==> src/rtl/mips_ctrl_pkg.sv <==
// Shared control definitions for the multicycle MIPS controller.
// Holds the opcode constants, the FSM state encodings, the aluop codes that
// aludec also imports, the datapath mux-select codes, and the packed control
// word that maindec_outdec produces.
package mips_ctrl_pkg;

  localparam int STATE_W = 4;

  localparam logic [5:0] OP_RTYPE = 6'b000000;
  localparam logic [5:0] OP_LW    = 6'b100011;
  localparam logic [5:0] OP_SW    = 6'b101011;
  localparam logic [5:0] OP_BEQ   = 6'b000100;
  localparam logic [5:0] OP_ADDI  = 6'b001000;
  localparam logic [5:0] OP_J     = 6'b000010;

  localparam logic [1:0] ALUOP_ADD   = 2'b00;
  localparam logic [1:0] ALUOP_SUB   = 2'b01;
  localparam logic [1:0] ALUOP_FUNCT = 2'b10;

  localparam logic [1:0] PCSRC_ALU    = 2'b00;
  localparam logic [1:0] PCSRC_ALUOUT = 2'b01;
  localparam logic [1:0] PCSRC_JUMP   = 2'b10;

  localparam logic [1:0] SRCB_B     = 2'b00;
  localparam logic [1:0] SRCB_FOUR  = 2'b01;
  localparam logic [1:0] SRCB_IMM   = 2'b10;
  localparam logic [1:0] SRCB_IMMSH = 2'b11;

  // 12 used encodings; 12..15 are unused and recover to FETCH.
  typedef enum logic [STATE_W-1:0] {
    S_FETCH    = 4'd0,
    S_DECODE   = 4'd1,
    S_MEMADR   = 4'd2,
    S_MEMRD    = 4'd3,
    S_MEMWB    = 4'd4,
    S_MEMWR    = 4'd5,
    S_EXECUTE  = 4'd6,
    S_ALUWB    = 4'd7,
    S_BRANCH   = 4'd8,
    S_ADDIEXEC = 4'd9,
    S_ADDIWB   = 4'd10,
    S_JUMP     = 4'd11
  } state_t;

  // 16-bit control word. memwait marks states that touch memory and may
  // have to stall on mem_ready; it is internal and never leaves the block.
  typedef struct packed {
    logic       memwait;
    logic       memwrite;
    logic       lord;
    logic       irwrite;
    logic       pcwrite;
    logic       branch;
    logic [1:0] pcsrc;
    logic       alusrca;
    logic [1:0] alusrcb;
    logic [1:0] aluop;
    logic       regdst;
    logic       memtoreg;
    logic       regwrite;
  } ctrl_t;

  function automatic logic op_supported(input logic [5:0] op);
    case (op)
      OP_RTYPE, OP_LW, OP_SW, OP_BEQ, OP_ADDI, OP_J: op_supported = 1'b1;
      default:                                       op_supported = 1'b0;
    endcase
  endfunction

endpackage

==> src/rtl/maindec_outdec.sv <==
// Combinational state -> control word decoder (Moore output table).
// Ports:
//   state_i  in   registered FSM state
//   cw_o     out  16-bit control word; all fields 0 unless set for the state
module maindec_outdec
  import mips_ctrl_pkg::*;
(
  input  state_t state_i,
  output ctrl_t  cw_o
);

  always_comb begin
    cw_o = '0;
    case (state_i)
      S_FETCH: begin
        cw_o.memwait = 1'b1;
        cw_o.irwrite = 1'b1;
        cw_o.pcwrite = 1'b1;
        cw_o.alusrcb = SRCB_FOUR;
      end
      // Branch target is precomputed here while the opcode is decoded.
      S_DECODE:   cw_o.alusrcb = SRCB_IMMSH;
      S_MEMADR: begin
        cw_o.alusrca = 1'b1;
        cw_o.alusrcb = SRCB_IMM;
      end
      S_MEMRD: begin
        cw_o.memwait = 1'b1;
        cw_o.lord    = 1'b1;
      end
      S_MEMWB: begin
        cw_o.memtoreg = 1'b1;
        cw_o.regwrite = 1'b1;
      end
      S_MEMWR: begin
        cw_o.memwait  = 1'b1;
        cw_o.lord     = 1'b1;
        cw_o.memwrite = 1'b1;
      end
      S_EXECUTE: begin
        cw_o.alusrca = 1'b1;
        cw_o.aluop   = ALUOP_FUNCT;
      end
      S_ALUWB: begin
        cw_o.regdst   = 1'b1;
        cw_o.regwrite = 1'b1;
      end
      S_BRANCH: begin
        cw_o.alusrca = 1'b1;
        cw_o.aluop   = ALUOP_SUB;
        cw_o.pcsrc   = PCSRC_ALUOUT;
        cw_o.branch  = 1'b1;
      end
      S_ADDIEXEC: begin
        cw_o.alusrca = 1'b1;
        cw_o.alusrcb = SRCB_IMM;
      end
      S_ADDIWB:   cw_o.regwrite = 1'b1;
      S_JUMP: begin
        cw_o.pcsrc   = PCSRC_JUMP;
        cw_o.pcwrite = 1'b1;
      end
      default: ;
    endcase
  end

endmodule

==> src/rtl/multicycle_maindec.sv <==
// Main control FSM for the multicycle MIPS datapath (feeds aludec).
// Sequences FETCH/DECODE/execute/writeback and drives all datapath enables
// and mux selects. Optional macro MAINDEC_MEMWAIT_EN adds mem_ready, which
// stalls FETCH, MEMRD and MEMWR; without it memory is treated as always ready.
// Ports:
//   clk, reset (async, active-high), mem_ready (MAINDEC_MEMWAIT_EN only),
//   op[5:0] in; memwrite, lord, irwrite, pcwrite, branch, pcsrc[1:0],
//   alusrca, alusrcb[1:0], aluop[1:0], regdst, memtoreg, regwrite,
//   illegal_op out.
module multicycle_maindec
  import mips_ctrl_pkg::*;
(
  input  logic       clk,
  input  logic       reset,
`ifdef MAINDEC_MEMWAIT_EN
  input  logic       mem_ready,
`endif
  input  logic [5:0] op,
  output logic       memwrite,
  output logic       lord,
  output logic       irwrite,
  output logic       pcwrite,
  output logic       branch,
  output logic [1:0] pcsrc,
  output logic       alusrca,
  output logic [1:0] alusrcb,
  output logic [1:0] aluop,
  output logic       regdst,
  output logic       memtoreg,
  output logic       regwrite,
  output logic       illegal_op
);

  state_t state_q, state_d;
  ctrl_t  cw;
  logic   mem_rdy;
  logic   go;

`ifdef MAINDEC_MEMWAIT_EN
  assign mem_rdy = mem_ready;
`else
  assign mem_rdy = 1'b1;
`endif

  maindec_outdec u_outdec (
    .state_i (state_q),
    .cw_o    (cw)
  );

  always_ff @(posedge clk or posedge reset) begin
    if (reset) state_q <= S_FETCH;
    else       state_q <= state_d;
  end

  always_comb begin
    state_d    = state_q;
    illegal_op = 1'b0;
    go         = ~reset;

    case (state_q)
      S_FETCH:  if (mem_rdy) state_d = S_DECODE;
      S_DECODE: begin
        case (op)
          OP_LW, OP_SW: state_d = S_MEMADR;
          OP_RTYPE:     state_d = S_EXECUTE;
          OP_BEQ:       state_d = S_BRANCH;
          OP_ADDI:      state_d = S_ADDIEXEC;
          OP_J:         state_d = S_JUMP;
          default:      state_d = S_FETCH;
        endcase
        illegal_op = go & ~op_supported(op);
      end
      // Anything other than sw takes the load path.
      S_MEMADR:   state_d = (op == OP_SW) ? S_MEMWR : S_MEMRD;
      S_MEMRD:    if (mem_rdy) state_d = S_MEMWB;
      S_MEMWB:    state_d = S_FETCH;
      S_MEMWR:    if (mem_rdy) state_d = S_FETCH;
      S_EXECUTE:  state_d = S_ALUWB;
      S_ALUWB:    state_d = S_FETCH;
      S_BRANCH:   state_d = S_FETCH;
      S_ADDIEXEC: state_d = S_ADDIWB;
      S_ADDIWB:   state_d = S_FETCH;
      S_JUMP:     state_d = S_FETCH;
      default:    state_d = S_FETCH;
    endcase

    // While stalled in FETCH the IR/PC loads must not fire; JUMP's pcwrite
    // has memwait clear and is never gated.
    memwrite = go & cw.memwrite;
    lord     = go & cw.lord;
    irwrite  = go & cw.irwrite & (~cw.memwait | mem_rdy);
    pcwrite  = go & cw.pcwrite & (~cw.memwait | mem_rdy);
    branch   = go & cw.branch;
    pcsrc    = cw.pcsrc & {2{go}};
    alusrca  = go & cw.alusrca;
    alusrcb  = cw.alusrcb & {2{go}};
    aluop    = cw.aluop & {2{go}};
    regdst   = go & cw.regdst;
    memtoreg = go & cw.memtoreg;
    regwrite = go & cw.regwrite;
  end

endmodule

==> config.mk <==
export PLATFORM = sky130hd
export DESIGN_NAME = multicycle_maindec
export DESIGN_NICKNAME = d
export VERILOG_FILES = /design/src/rtl/mips_ctrl_pkg.sv /design/src/rtl/maindec_outdec.sv /design/src/rtl/multicycle_maindec.sv
export SDC_FILE = /design/constraint.sdc
export NUM_CORES = 1
export LEC_CHECK = 0
export ABC_CLOCK_PERIOD_IN_PS = 1100
export BUFFER_PORTS_ARGS = -buffer_cell sky130_fd_sc_hd__buf_2
export CAP_MARGIN = 25
export CELL_PAD_IN_SITES_DETAIL_PLACEMENT = 0
export CELL_PAD_IN_SITES_GLOBAL_PLACEMENT = 1
export CORE_MARGIN = 1
export CORE_UTILIZATION = 28
export DETAILED_ROUTE_END_ITERATION = 8
export PLACE_DENSITY_LB_ADDON = 0.1
export SLEW_MARGIN = 20
export SYNTH_ARGS = -nofsm -noshare
export SYNTH_HDL_FRONTEND = slang
export SYNTH_SLANG_ARGS = --single-unit
==> constraint.sdc <==
create_clock -name clk -period 1.1 [get_ports clk]
set_input_delay 0.11 -clock clk [delete_from_list [all_inputs] [get_ports clk]]
set_output_delay 0.11 -clock clk [all_outputs]
set_load 0.005 [all_outputs]
==> results.toml <==
[global_route]
grt_pass1_wl_mm = 2.40
grt-ovfl-total = 0
antenna_found_initial = 0
grt_max_degree = 9
grtUsageTotal_pct = 16.6
grt_pass1_vias = 570

[hold_path]
min_to = "state_q[0]$_DFF_PP0_"
hp-class = "primary input to register"
hp-start = "op[5]"
whs_path_depth = 4

[timing]
max-slew-margin-rel_pct = 77.2
tightest_slew_ns = 0.340
slew_violations = 0
finalCriticalPeriod_ns = 1.46
setup_ws_ns = -0.360
hold_viol_final = 0
rsz0062_at_grt = "true"
setup_viol_count_final = 18
fin_worst_skew_ns = 0.00533
max_freq_ghz = 0.685
layout_worst_path_cycle_share_pct = 133
tns_ns = -4.99

[cells_and_area]
largest_register = "state_q"
syn_to_final_growth_pct = 68.6
drive_gt1_share_pct = 63.0
multi_input_area_sq_um = 430
seqCellArea_sq_um = 105
stdcell_count = 133
largest_register_ffs = 4
antenna_cells = 0
fillers = 188
final_nets = 118
top_regs = "state_q: 4 flops"

[power_and_ir_drop]
pwr-share-seq_pct = 18.9
p_total_mw = 1.47
leakagePower_nw = 0.402
power_frac_clock_pct = 12.3
p_comb_share_pct = 68.8
p_int_uw = 849
switching_share_pct = 42.3
power-per-cell-area_nw_per_um2 = 1660
vdd_drop_max_mv = 0.761
switching_power_uw = 622

[yosys]
synth-seq-cells = 4
async_flop_share_pct = 100
syn_area_sq_um = 527
yosys_warnings = 0
ys_seq_area_share_pct = 19.0
syn_area_per_cell_sq_um = 7.53
syn_nets = 78
synth_top_area_share_pct = 19.0
synth_cell_type_count = 29
synth_cells = 70
synth_ff_type = "dfrtp_1"
synth-edff-count = 0
synthTopCellsByArea = "dfrtp_1, nor3_2, nor3_1, buf_4, nor2_1"
yosysTopAreaCell = "dfrtp_1"

[clock_tree]
cts_max_path_buffers = 2
clk_latency_ns = 0.23
cts_buffers = 3
root_buffer = "clkbuf_4"
cts.sinks = 4
cts.reportedPaths.clkPinSlew_ns = 0.04
cts_tree = "done"
htreeDepth = 1

[placed_design]
dp_slack_ns = -0.145
gp_congestion = 0.764
placed_cells = 128
dp_hpwl_mm = 1.21
port-buffer-count = 23

[routing]
drtIter0Drc = 8
drc_errors = 0
vias = 638
routedWlPerCell_microns = 11.6
routed_wl_mm = 1.54
ant_nets = 0
dr.pass1.iters = 4
viasPerCell = 4.80

[worst_setup_path]
slowest_stage = "dfrtp_2"
worstReg2RegStart = "state_q[0]$_DFF_PP0_"
start_kind = "register"
crit_fanout = 7
r2r-end = "state_q[1]$_DFF_PP0_"
crit_path_max_incr_delay_ns = 0.44
cp_top_family = "flip-flops"
cp-end-kind = "primary output"
reg2regPathDepth = 3
reg2reg_slack_ns = -0.09
cp.required_ns = 0.99
critPathKind = "register to primary output"
critPathBufInv = 1
path_cells = "or3_1 > a211oi_2 > buf_2"
arrival_ns = 1.35

[floorplanning]
fp.dieH_microns = 45.4
num_rows = 15
die_w_microns = 45.4
io_pins = 24
initial_core_util_pct = 30.2
core_sq_um = 1750
die_area_sq_um = 2060

[outcome]
violations = "setup timing"
status = "finished with violations"

[run]
cap_violations = 0
[metrics by stage]
step / hold WS [ns] / instance area, sq um / util [%]
floorplan: 0.0485 / 533 / -
global placement: 0.122 / 764 / 43.8
detailed placement: 0.123 / 764 / 43.8
CTS: 0.243 / 836 / 47.9
global route: 0.256 / 888 / 50.9
finish: 0.236 / 888 / 50.9
[per-layer routing]
layer  track usage (%)  vias to the layer above  part of all wire (%)
met5                 0                        -                     0
met2              30.7                       21                    52
met4              10.9                        0                  0.91
li1                  -                      331                     -
met3              1.59                        2                   4.4
met1              17.5                      284                    42
[worst max-delay path by stage]
stage / cells after the start / slack [ns] / end / start
2_1_floorplan: 3 / -0.08 / pcsrc[0] / state_q[1]$_DFF_PP0_
3_3_place_gp: 3 / -0.13 / pcwrite / state_q[0]$_DFF_PP0_
3_5_place_dp: 3 / -0.14 / branch / state_q[1]$_DFF_PP0_
4_1_cts: 3 / -0.37 / pcwrite / state_q[3]$_DFF_PP0_
5_1_grt: 5 / -0.43 / regwrite / state_q[3]$_DFF_PP0_
6_report: 3 / -0.36 / pcwrite / state_q[1]$_DFF_PP0_
[power by group through the flow]
stage / registers [mW] / clock network (mW) / logic (mW)
floorplan: 0.226 / 0 / 0.572
global placement: 0.264 / 0 / 0.892
detailed placement: 0.267 / 0 / 0.889
CTS: 0.271 / 0.193 / 0.931
global route: 0.290 / 0.194 / 1.12
finish: 0.278 / 0.181 / 1.01
[cell usage after synthesis (2+ instances only)]
cell      n
nand3_1   3
xnor2_1   2
o21ai_0   2
xor2_1    2
nor2_1    8
nand2_1   4
a21oi_1   5
and3_1    2
dfrtp_1   4
buf_2     4
inv_1     2
nor3_2    4
buf_4     4
o211ai_1  2
nor4_1    3
nor3_1    6
[worst register-to-register path, delay by kind of cell (launching register included)]
family,cells,cell delay [ns]
AOI/OAI and AO/OA,2,0.34
DFF,1,0.44
and+or+nand+nor,1,0.31
[layout make-up]
cell class	count	area share, %
tap	25	3.52
inverter	3	1.83
clock buffer	3	2.54
sequential	4	11.8
timing repair buffer	43	31.8
multi-input combinational	55	48.5
[what timing repair did]
action	CTS	global route
gates resized for setup	8	15
setup endpoints to repair	19	19
buffers inserted	1	0
pin swaps	2	2
hold endpoints to repair	4	0
hold buffers	1	0
[layout by cell type, fill, tap and decap left out, drive strengths merged]
master,instances
nor4,3
nor3b,1
and4b,1
and4bb,1
nor4b,1
and3,2
a211oi,1
xnor2,2
o21ai,3
nand3,3
buf,42
clkbuf,3
a221oi,1
or3,2
o211ai,2
nand2,4
inv,3
a311oi,1
a21oi,5
xor2,2
nor2,8
a21bo,1
nor3,10
dlygate4sd3,1
dfrtp,4
a31oi,1
[logic make-up (layout without fill, tap and decap cells)]
family / after synthesis / in the layout / share of synthesized area, %
XOR/XNOR: 4 / 4 / 6.65
AO/OA/AOI/OAI: 15 / 15 / 20.4
buffers and inverters: 11 / 49 / 11.6
flip-flops: 4 / 4 / 19.0
AND/OR/NAND/NOR: 36 / 36 / 42.3
Note: power is estimated with default switching activity, not from simulation.
